## src/rtl/mult_share_pkg.sv

```systemverilog
// Shared types and widths for the shared-multiplier controller.
// Operand/product widths, settle-counter sizing and the controller state encoding.
package mult_share_pkg;
  localparam int OPW        = 4;
  localparam int PRODW      = 8;
  localparam int SETTLE_MAX = 15;
  localparam int CNTW       = 4;

  typedef enum logic [1:0] {
    IDLE = 2'd0,
    CALC = 2'd1,
    RESP = 2'd2
  } state_t;
endpackage

```

## src/rtl/mult.sv

```systemverilog
// Combinational unsigned 4x4 multiplier with bit-level ports.
// Zero latency; no flow control, the caller holds operands stable.
module mult (
  input  logic A0,
  input  logic A1,
  input  logic A2,
  input  logic A3,
  input  logic B0,
  input  logic B1,
  input  logic B2,
  input  logic B3,
  output logic product0,
  output logic product1,
  output logic product2,
  output logic product3,
  output logic product4,
  output logic product5,
  output logic product6,
  output logic product7
);
  logic [7:0] a_ext;
  logic [7:0] b_ext;
  logic [7:0] p;

  assign a_ext = {4'b0000, A3, A2, A1, A0};
  assign b_ext = {4'b0000, B3, B2, B1, B0};
  assign p     = a_ext * b_ext;

  assign {product7, product6, product5, product4,
          product3, product2, product1, product0} = p;
endmodule

```

## src/rtl/mult_rr_arb2.sv

```systemverilog
// Two-way round-robin grant: one-hot ready for whichever requester is owed the slot.
// Combinational; grants nothing while the accept window is closed.
module mult_rr_arb2 (
  input  logic       valid0,
  input  logic       valid1,
  input  logic       last_grant,
  input  logic       window_open,
  output logic [1:0] grant
);
  always_comb begin
    grant = 2'b00;
    if (window_open) begin
      if (valid0 && valid1) begin
        grant = last_grant ? 2'b01 : 2'b10;
      end else begin
        grant = {valid1, valid0};
      end
    end
  end
endmodule

```

## src/rtl/mult_share_ctrl.sv

```systemverilog
// Shares one combinational multiplier between two requesters; product returned SETTLE_CYCLES edges after accept.
// A held response blocks new accepts; a response handshake can accept the next pair on the same edge.
module mult_share_ctrl
  import mult_share_pkg::*;
#(
  parameter int SETTLE_CYCLES = 2
) (
  input  logic             clk,
  input  logic             rst,
  input  logic             req0_valid,
  output logic             req0_ready,
  input  logic [OPW-1:0]   req0_a,
  input  logic [OPW-1:0]   req0_b,
  input  logic             req1_valid,
  output logic             req1_ready,
  input  logic [OPW-1:0]   req1_a,
  input  logic [OPW-1:0]   req1_b,
  output logic             rsp_valid,
  input  logic             rsp_ready,
  output logic             rsp_id,
  output logic [PRODW-1:0] rsp_product,
  output logic             busy
);
  state_t            state_q, state_d;
  logic [CNTW-1:0]   cnt_q, cnt_d;
  logic [OPW-1:0]    op_a_q, op_a_d;
  logic [OPW-1:0]    op_b_q, op_b_d;
  logic [PRODW-1:0]  prod_q, prod_d;
  logic              tag_q, tag_d;
  logic              id_q, id_d;
  logic              last_grant_q, last_grant_d;

  logic              window_open;
  logic [1:0]        grant;
  logic              accept;
  logic              sel;
  logic [PRODW-1:0]  mult_p;

  assign window_open = !rst && ((state_q == IDLE) || ((state_q == RESP) && rsp_ready));

  mult_rr_arb2 u_arb (
    .valid0      (req0_valid),
    .valid1      (req1_valid),
    .last_grant  (last_grant_q),
    .window_open (window_open),
    .grant       (grant)
  );

  assign req0_ready = grant[0];
  assign req1_ready = grant[1];
  assign accept     = (req0_valid & grant[0]) | (req1_valid & grant[1]);
  assign sel        = grant[1];

  // Multiplier sees only registered operands, so its output is stable through the settle window.
  mult u_mult (
    .A0       (op_a_q[0]),
    .A1       (op_a_q[1]),
    .A2       (op_a_q[2]),
    .A3       (op_a_q[3]),
    .B0       (op_b_q[0]),
    .B1       (op_b_q[1]),
    .B2       (op_b_q[2]),
    .B3       (op_b_q[3]),
    .product0 (mult_p[0]),
    .product1 (mult_p[1]),
    .product2 (mult_p[2]),
    .product3 (mult_p[3]),
    .product4 (mult_p[4]),
    .product5 (mult_p[5]),
    .product6 (mult_p[6]),
    .product7 (mult_p[7])
  );

  always_comb begin
    state_d      = state_q;
    cnt_d        = cnt_q;
    op_a_d       = op_a_q;
    op_b_d       = op_b_q;
    prod_d       = prod_q;
    tag_d        = tag_q;
    id_d         = id_q;
    last_grant_d = last_grant_q;

    if (accept) begin
      op_a_d       = sel ? req1_a : req0_a;
      op_b_d       = sel ? req1_b : req0_b;
      tag_d        = sel;
      last_grant_d = sel;
      cnt_d        = CNTW'(SETTLE_CYCLES - 1);
    end

    case (state_q)
      IDLE: begin
        if (accept) state_d = CALC;
      end
      CALC: begin
        if (cnt_q != '0) begin
          cnt_d = cnt_q - 1'b1;
        end else begin
          prod_d  = mult_p;
          id_d    = tag_q;
          state_d = RESP;
        end
      end
      RESP: begin
        if (rsp_ready) state_d = accept ? CALC : IDLE;
      end
      default: state_d = IDLE;
    endcase
  end

  always_ff @(posedge clk) begin
    if (rst) begin
      state_q      <= IDLE;
      cnt_q        <= '0;
      op_a_q       <= '0;
      op_b_q       <= '0;
      prod_q       <= '0;
      tag_q        <= 1'b0;
      id_q         <= 1'b0;
      last_grant_q <= 1'b1;
    end else begin
      state_q      <= state_d;
      cnt_q        <= cnt_d;
      op_a_q       <= op_a_d;
      op_b_q       <= op_b_d;
      prod_q       <= prod_d;
      tag_q        <= tag_d;
      id_q         <= id_d;
      last_grant_q <= last_grant_d;
    end
  end

  assign rsp_valid   = (state_q == RESP);
  assign rsp_id      = id_q;
  assign rsp_product = prod_q;
  assign busy        = (state_q != IDLE);
endmodule

```

## config.mk

```make
export PLATFORM = sky130hd
export DESIGN_NAME = mult_share_ctrl
export DESIGN_NICKNAME = d
export VERILOG_FILES = /design/src/rtl/mult_share_pkg.sv /design/src/rtl/mult.sv /design/src/rtl/mult_rr_arb2.sv /design/src/rtl/mult_share_ctrl.sv
export SDC_FILE = /design/constraint.sdc
export NUM_CORES = 1
export LEC_CHECK = 0
export CAP_MARGIN = 25
export CORE_ASPECT_RATIO = 1.5
export CORE_UTILIZATION = 51
export DETAILED_ROUTE_END_ITERATION = 16
export PLACE_DENSITY = 0.8
export RECOVER_POWER = 25
export SLEW_MARGIN = 20
export SYNTH_ARGS = -nofsm -noshare
export SYNTH_HDL_FRONTEND = slang
export SYNTH_HIERARCHICAL = 1
export SYNTH_SLANG_ARGS = --single-unit
```

## constraint.sdc

```tcl
create_clock -name clk -period 3.4 [get_ports clk]
set_input_delay 0.34 -clock clk [delete_from_list [all_inputs] [get_ports clk]]
set_output_delay 0.34 -clock clk [all_outputs]
set_load 0.01 [all_outputs]
```

# --- Word-level counts from Yosys, hierarchy flattened ---
# Cells that the tools add are included.
totals:
  ff_bits: 25
  inputBits: 21
  out_inout_bits: 13
  word_cells: 42
classes:
  eq_ne: 5
  multipliers: 1
  mux: 13
  n_bitwise: 4
  n_reduce_logical: 10
  add_sub_neg: 1
op_table:
  columns: ["op", "count"]
  rows:
  - ["$mux W4", 5]
  - ["$mux W2", 6]
  - ["$mul A4 B4 Y8", 1]
  - ["$pmux W2 S3", 1]
  - ["$ne A2 B2 Y1 const B", 2]
  - ["$reduce_bool A4 Y1", 1]
  - ["$sub A4 B1 Y4 const B", 1]
  - ["$logic_and A1 B1 Y1", 3]
  - ["$reduce_and A3 Y1", 1]
  - ["$and A1 B1 Y1", 2]
  - ["$eq A2 B1 Y1 const B", 1]
  - ["$eq A2 B2 Y1 const B", 1]
  - ["$logic_not A2 Y1", 1]
  - ["$ne A2 B1 Y1 const B", 1]
  - ["$reduce_and A2 Y1", 1]
  - ["$reduce_bool A2 Y1", 1]
  - ["$logic_not A1 Y1", 1]
  - ["$logic_or A1 B1 Y1", 1]
  - ["$mux W1", 1]
  - ["$not A1 Y1", 1]
  - ["$or A1 B1 Y1", 1]

# --- Logic depth before layout (Yosys ltp) ---
logic_depth:
  depth_word: 10
  depth_mapped: 10
  ltp_nobuf: 10

# --- Cells and area by module ---
# Netlist, hierarchy kept.
by_module_without_submodules:
  columns: ["module", "instances", "cells_each", "area_each_um2", "seq_area_each_um2"]
  rows:
  - ["mult_share_ctrl", 1, 123, 1168.6, 500.5]
  - ["mult", 1, 51, 464.2, 0.0]
  - ["mult_rr_arb2", 1, 5, 21.3, 0.0]

# --- Worst setup path before layout ---
# OpenSTA, ideal clock, no wires.
synth_path:
  kind: "flip-flop to flip-flop"
  startpoint: "register op_a_q[0]"
  endpoint: "register prod_q[7] (netlist: rsp_product[7])"
  setup_ps: 129
  path_buffers: 0
  required_time_ps: 3271
  synth_period_minus_slack_ps: 2739
  setup_slack_ps: 661
  stages_incl_launch_ff: 11
  t_arrival_ps: 2610
  cell_sequence: "dfxtp_1 -> nand2_1 -> fa_1 -> inv_1 -> fa_1 -> ha_1 -> a211oi_2 -> nor3_1 -> or3b_1 -> nand2b_1 -> mux2i_1"
synth_via:
  elab_chain_len: 1
synth_rtl:
  columns: ["element", "line_no", "source"]
  rows:
  - ["start: declaration", "mult_share_ctrl.sv:26", "logic [OPW-1:0] op_a_q, op_a_d;"]
  - ["start signal: assignment", "mult_share_ctrl.sv:125", "op_a_q <= op_a_d;"]
  - ["$mul A4 B4 Y8", "mult.sv:27", "assign p = a_ext * b_ext;"]
  - ["via mult_p[7]", "mult_share_ctrl.sv:37", "logic [PRODW-1:0] mult_p;"]
  - ["end signal: assignment", "mult_share_ctrl.sv:127", "prod_q <= prod_d;"]
  - ["end: declaration", "mult_share_ctrl.sv:28", "logic [PRODW-1:0] prod_q, prod_d;"]
# The timed path passes the listed nets, and every way through them passes these cells.
# A chain may end at the register's enable or synchronous reset.

# --- Worst setup path in the final report ---
layout_path:
  startpoint: "register op_b_q[3]"
  endpoint: "register prod_q[7] (netlist: rsp_product[7])"
layout_via:
  elab_chain_len: 1
layout_rtl:
  columns: ["element", "line_no", "source"]
  rows:
  - ["start: declaration", "mult_share_ctrl.sv:27", "logic [OPW-1:0] op_b_q, op_b_d;"]
  - ["start signal: assignment", "mult_share_ctrl.sv:126", "op_b_q <= op_b_d;"]
  - ["$mul A4 B4 Y8", "mult.sv:27", null]
  - ["via mult_p[7]", "mult_share_ctrl.sv:37", null]
# The timed path passes the listed nets, and every way through them passes these cells.

==> summary.txt <==
Timing
  • Clock skew: 6.32 ps
  • RSZ-0062 raised after global routing: no
  • Setup-failing EPs final: 0
  • Fin. Hold Viols: 0
  • Max Freq: 0.339 GHz
  • Max-Slew Margin vs Limit: 26.8%
  • Hold WS: 479 ps
  • Slew @ Worst Pin: 1090 ps
  • Setup tns final: 0 ps
  • Fin. max-slew vios: 0
  • Tcrit/Tclk final: 86.8%
  • Min cycle time layout: 2950 ps

CTS
  • H-tree depth: 1
  • CTS root buf: clkbuf_8
  • CTS Sinks: 25
  • Max Root-Sink Buffers: 2
  • Hold buffers post-CTS: 0
  • CTS buffer count: 3
  • Skew-Pair Late Insertion Delay: 280 ps
  • CTS resizes: 0
  • CTS clk-pin slew, worst paths: 90 ps
  • CTS tree: built
  • Setup Buffers After CTS: 0

Routing
  • Vias after detailed routing: 1379
  • DRT antenna net count: 0
  • DRT Pass-1 Iters: 4
  • Total length of routed wires: 3.42 mm
  • Routed length per instance: 13.6 um
  • Vias per std cell: 5.49
  • # DRC: 0
  • First-iteration detailed-routing DRC count: 18

Power
  • PwrDens: 301 mW/mm2
  • Clock network power share: 30.0%
  • Psw: 0.168 mW
  • Pint: 0.452 mW
  • Leakage: 0.846 nW
  • Power share of the combinational group: 18.7%
  • Switch share: 27.1%
  • VDD IR max: 0.000272 V
  • Part of the power in registers: 51.3%

Cells and area
  • Area occupied by multi-input gates: 0.00108 mm2
  • Most frequent cells in the layout: 26 x clkdlybuf4s50_1, 25 x dfxtp_1, 20 x nand2b_1
  • Layout area overhead: 24.5%
  • ANT cells: 0
  • Layout cells sized above 1: 6.16%
  • Nets: 250
  • Fin cells: 251
  • Filler Cell Count: 265
  • Most common cell after layout, fill and taps aside: clkdlybuf4s50_1
  • Finished Core Util: 65.8%
  • Register area: 500 um2

Critical path
  • R2R Path End: rsp_product[7]
  • R2R Path Start: op_b_q[3]
  • Critical path launch point type: flip-flop
  • Nature of the critical path endpoint: flip-flop
  • Maximum net fanout on the critical path: 5
  • Path type of the worst setup path: flip-flop to flip-flop
  • CP Data Required Time: 3530 ps
  • Arr. time, crit path: 3080 ps
  • R2R Setup Slk: 450 ps
  • FF-to-FF path depth: 10

Die
  • Die Height: 71.8 um
  • Starting density of the core: 52.9%
  • Num rows: 25
  • Area of the die: 0.00348 mm2
  • Chip Width: 48.5 um
  • Core ar.: 0.00313 mm2
  • I/O pins: 34

Synth
  • Syn. warnings: 6
  • Syn Inst Count: 179
  • Main synth FF type: dfxtp_1
  • Async set-or-reset flop fraction in the synthesized netlist: 0%
  • Yosys top cell by area: dfxtp_1
  • Largest cells by area after synthesis: dfxtp_1 30%, mux2i_1 10%, ha_1 9.8%
  • Syn_area_per_cell: 9.24 um2
  • EDFF count, synth: 0
  • Seq/Total Area, Yosys: 30.3%
  • Mapped Nets: 217
  • Yosys top cell area share: 30.3%
  • Post-synthesis sequential element count: 25
  • Cell variety after synth: 40
  • Synthesized cell area: 0.00165 mm2

Hold path
  • Hold path depth: 2
  • HP Class: flip-flop to flip-flop
  • Hold Path Sink: rsp_product[4]
  • Hold Path Origin: rsp_product[4]

Global route
  • First-pass GRT wire length: 6.01 mm
  • Vias in the first global route: 1386
  • GR Util All Layers: 22.2%
  • Antenna violations before repair: 0
  • Total grt overflow: 0
  • Largest net degree at the start of global routing: 35

Placed design
  • Placed Cells: 247
  • Post-DP HPWL: 2.70 mm
  • GPL Wtd Cong: 0.807
  • # port buffers: 33

Flow run
  • Total of max-cap violations: 0

Run status
  • Status: finished clean
[per-layer routing]
| layer | GRT usage [%] | wire length (um) |
|---|---|---|
| met1 | 23.2 | 1340 |
| met2 | 43.0 | 1910 |
| met5 | 0 | 0 |
| met3 | 3.40 | 115 |
| met4 | 9.80 | 57 |
[metrics by stage]
| stage | instance area (um2) | worst slack [ps] | total power, mW |
|---|---|---|---|
| after global routing | 2060 | 266 | 0.651 |
| after floorplan | 1650 | 661 | 0.393 |
| after detailed placement | 2020 | 487 | 0.442 |
| after global placement | 2020 | 582 | 0.436 |
| final | 2060 | 448 | 0.620 |
| after CTS | 2070 | 469 | 0.625 |
[critical path, cell delays in order (launching register included)]
cell,delay [ps]
dfxtp_1,390
nand2_1,100
fa_1,540
inv_1,60
fa_1,540
ha_1,360
a211oi_2,260
nor3_1,90
or3b_1,340
nand2b_1,70
mux2i_1,60
[cell usage after synthesis, types with 2 or more instances]
library cell and number:
nand2_1 9, a31oi_1 2, and2_1 14, dfxtp_1 25
buf_2 4, a211oi_1 9, or3_1 2, ha_1 13
nor2_1 8, or3b_1 3, mux2i_1 17, nor2b_1 3
nand2b_1 20, a21oi_1 9, nand3_1 3, clkbuf_1 2
inv_1 9, fa_1 4, xnor2_1 2
[final cells by class]
type | count | area share [%]
multi-input cells | 138 | 52.5
flip-flops and latches | 25 | 24.3
repair buffers | 35 | 16.8
well taps | 40 | 2.43
clock buffers | 3 | 2.00
inverters | 9 | 1.64
clock inverters | 1 | 0.365
[logic make-up (layout without fill, tap and decap cells)]
logic type / count (synthesis) / count (layout) / share of synthesized area, %
and+or+nand+nor: 68 / 68 / 24.1
AOI/OAI and AO/OA: 33 / 33 / 15.2
DFF: 25 / 25 / 30.3
muxes: 17 / 17 / 10.3
adders and majority gates: 17 / 17 / 14.7
buffers and inverters: 16 / 48 / 3.93
xor gates and xnor gates: 3 / 3 / 1.59
[state kept, by name, summed over array words and instances, names as in the netlist]
signal        cells
tag_q             1
rsp_product       8
op_b_q            4
last_grant_q      1
cnt_q             4
state_q           2
op_a_q            4
rsp_id            1
[how the worst max path moves through the flow]
stage	from	to	slack [ps]	depth (start not counted)
6_report	op_b_q[3]	rsp_product[7]	450	10
5_1_grt	op_b_q[3]	rsp_product[7]	270	10
4_1_cts	op_b_q[3]	rsp_product[7]	470	10
3_5_place_dp	op_b_q[3]	rsp_product[7]	490	10
3_3_place_gp	op_b_q[3]	rsp_product[7]	580	10
2_1_floorplan	op_a_q[0]	rsp_product[7]	660	10
[power by group through the flow]
stage          logic, mW  registers [mW]  clock network, mW
6_report           0.116           0.318              0.186
5_1_grt            0.130           0.321              0.201
4_1_cts            0.118           0.318              0.189
3_5_place_dp       0.117           0.325                  0
3_3_place_gp       0.112           0.323                  0
2_1_floorplan     0.0723           0.321                  0
Power figures use the tool's default switching activity.
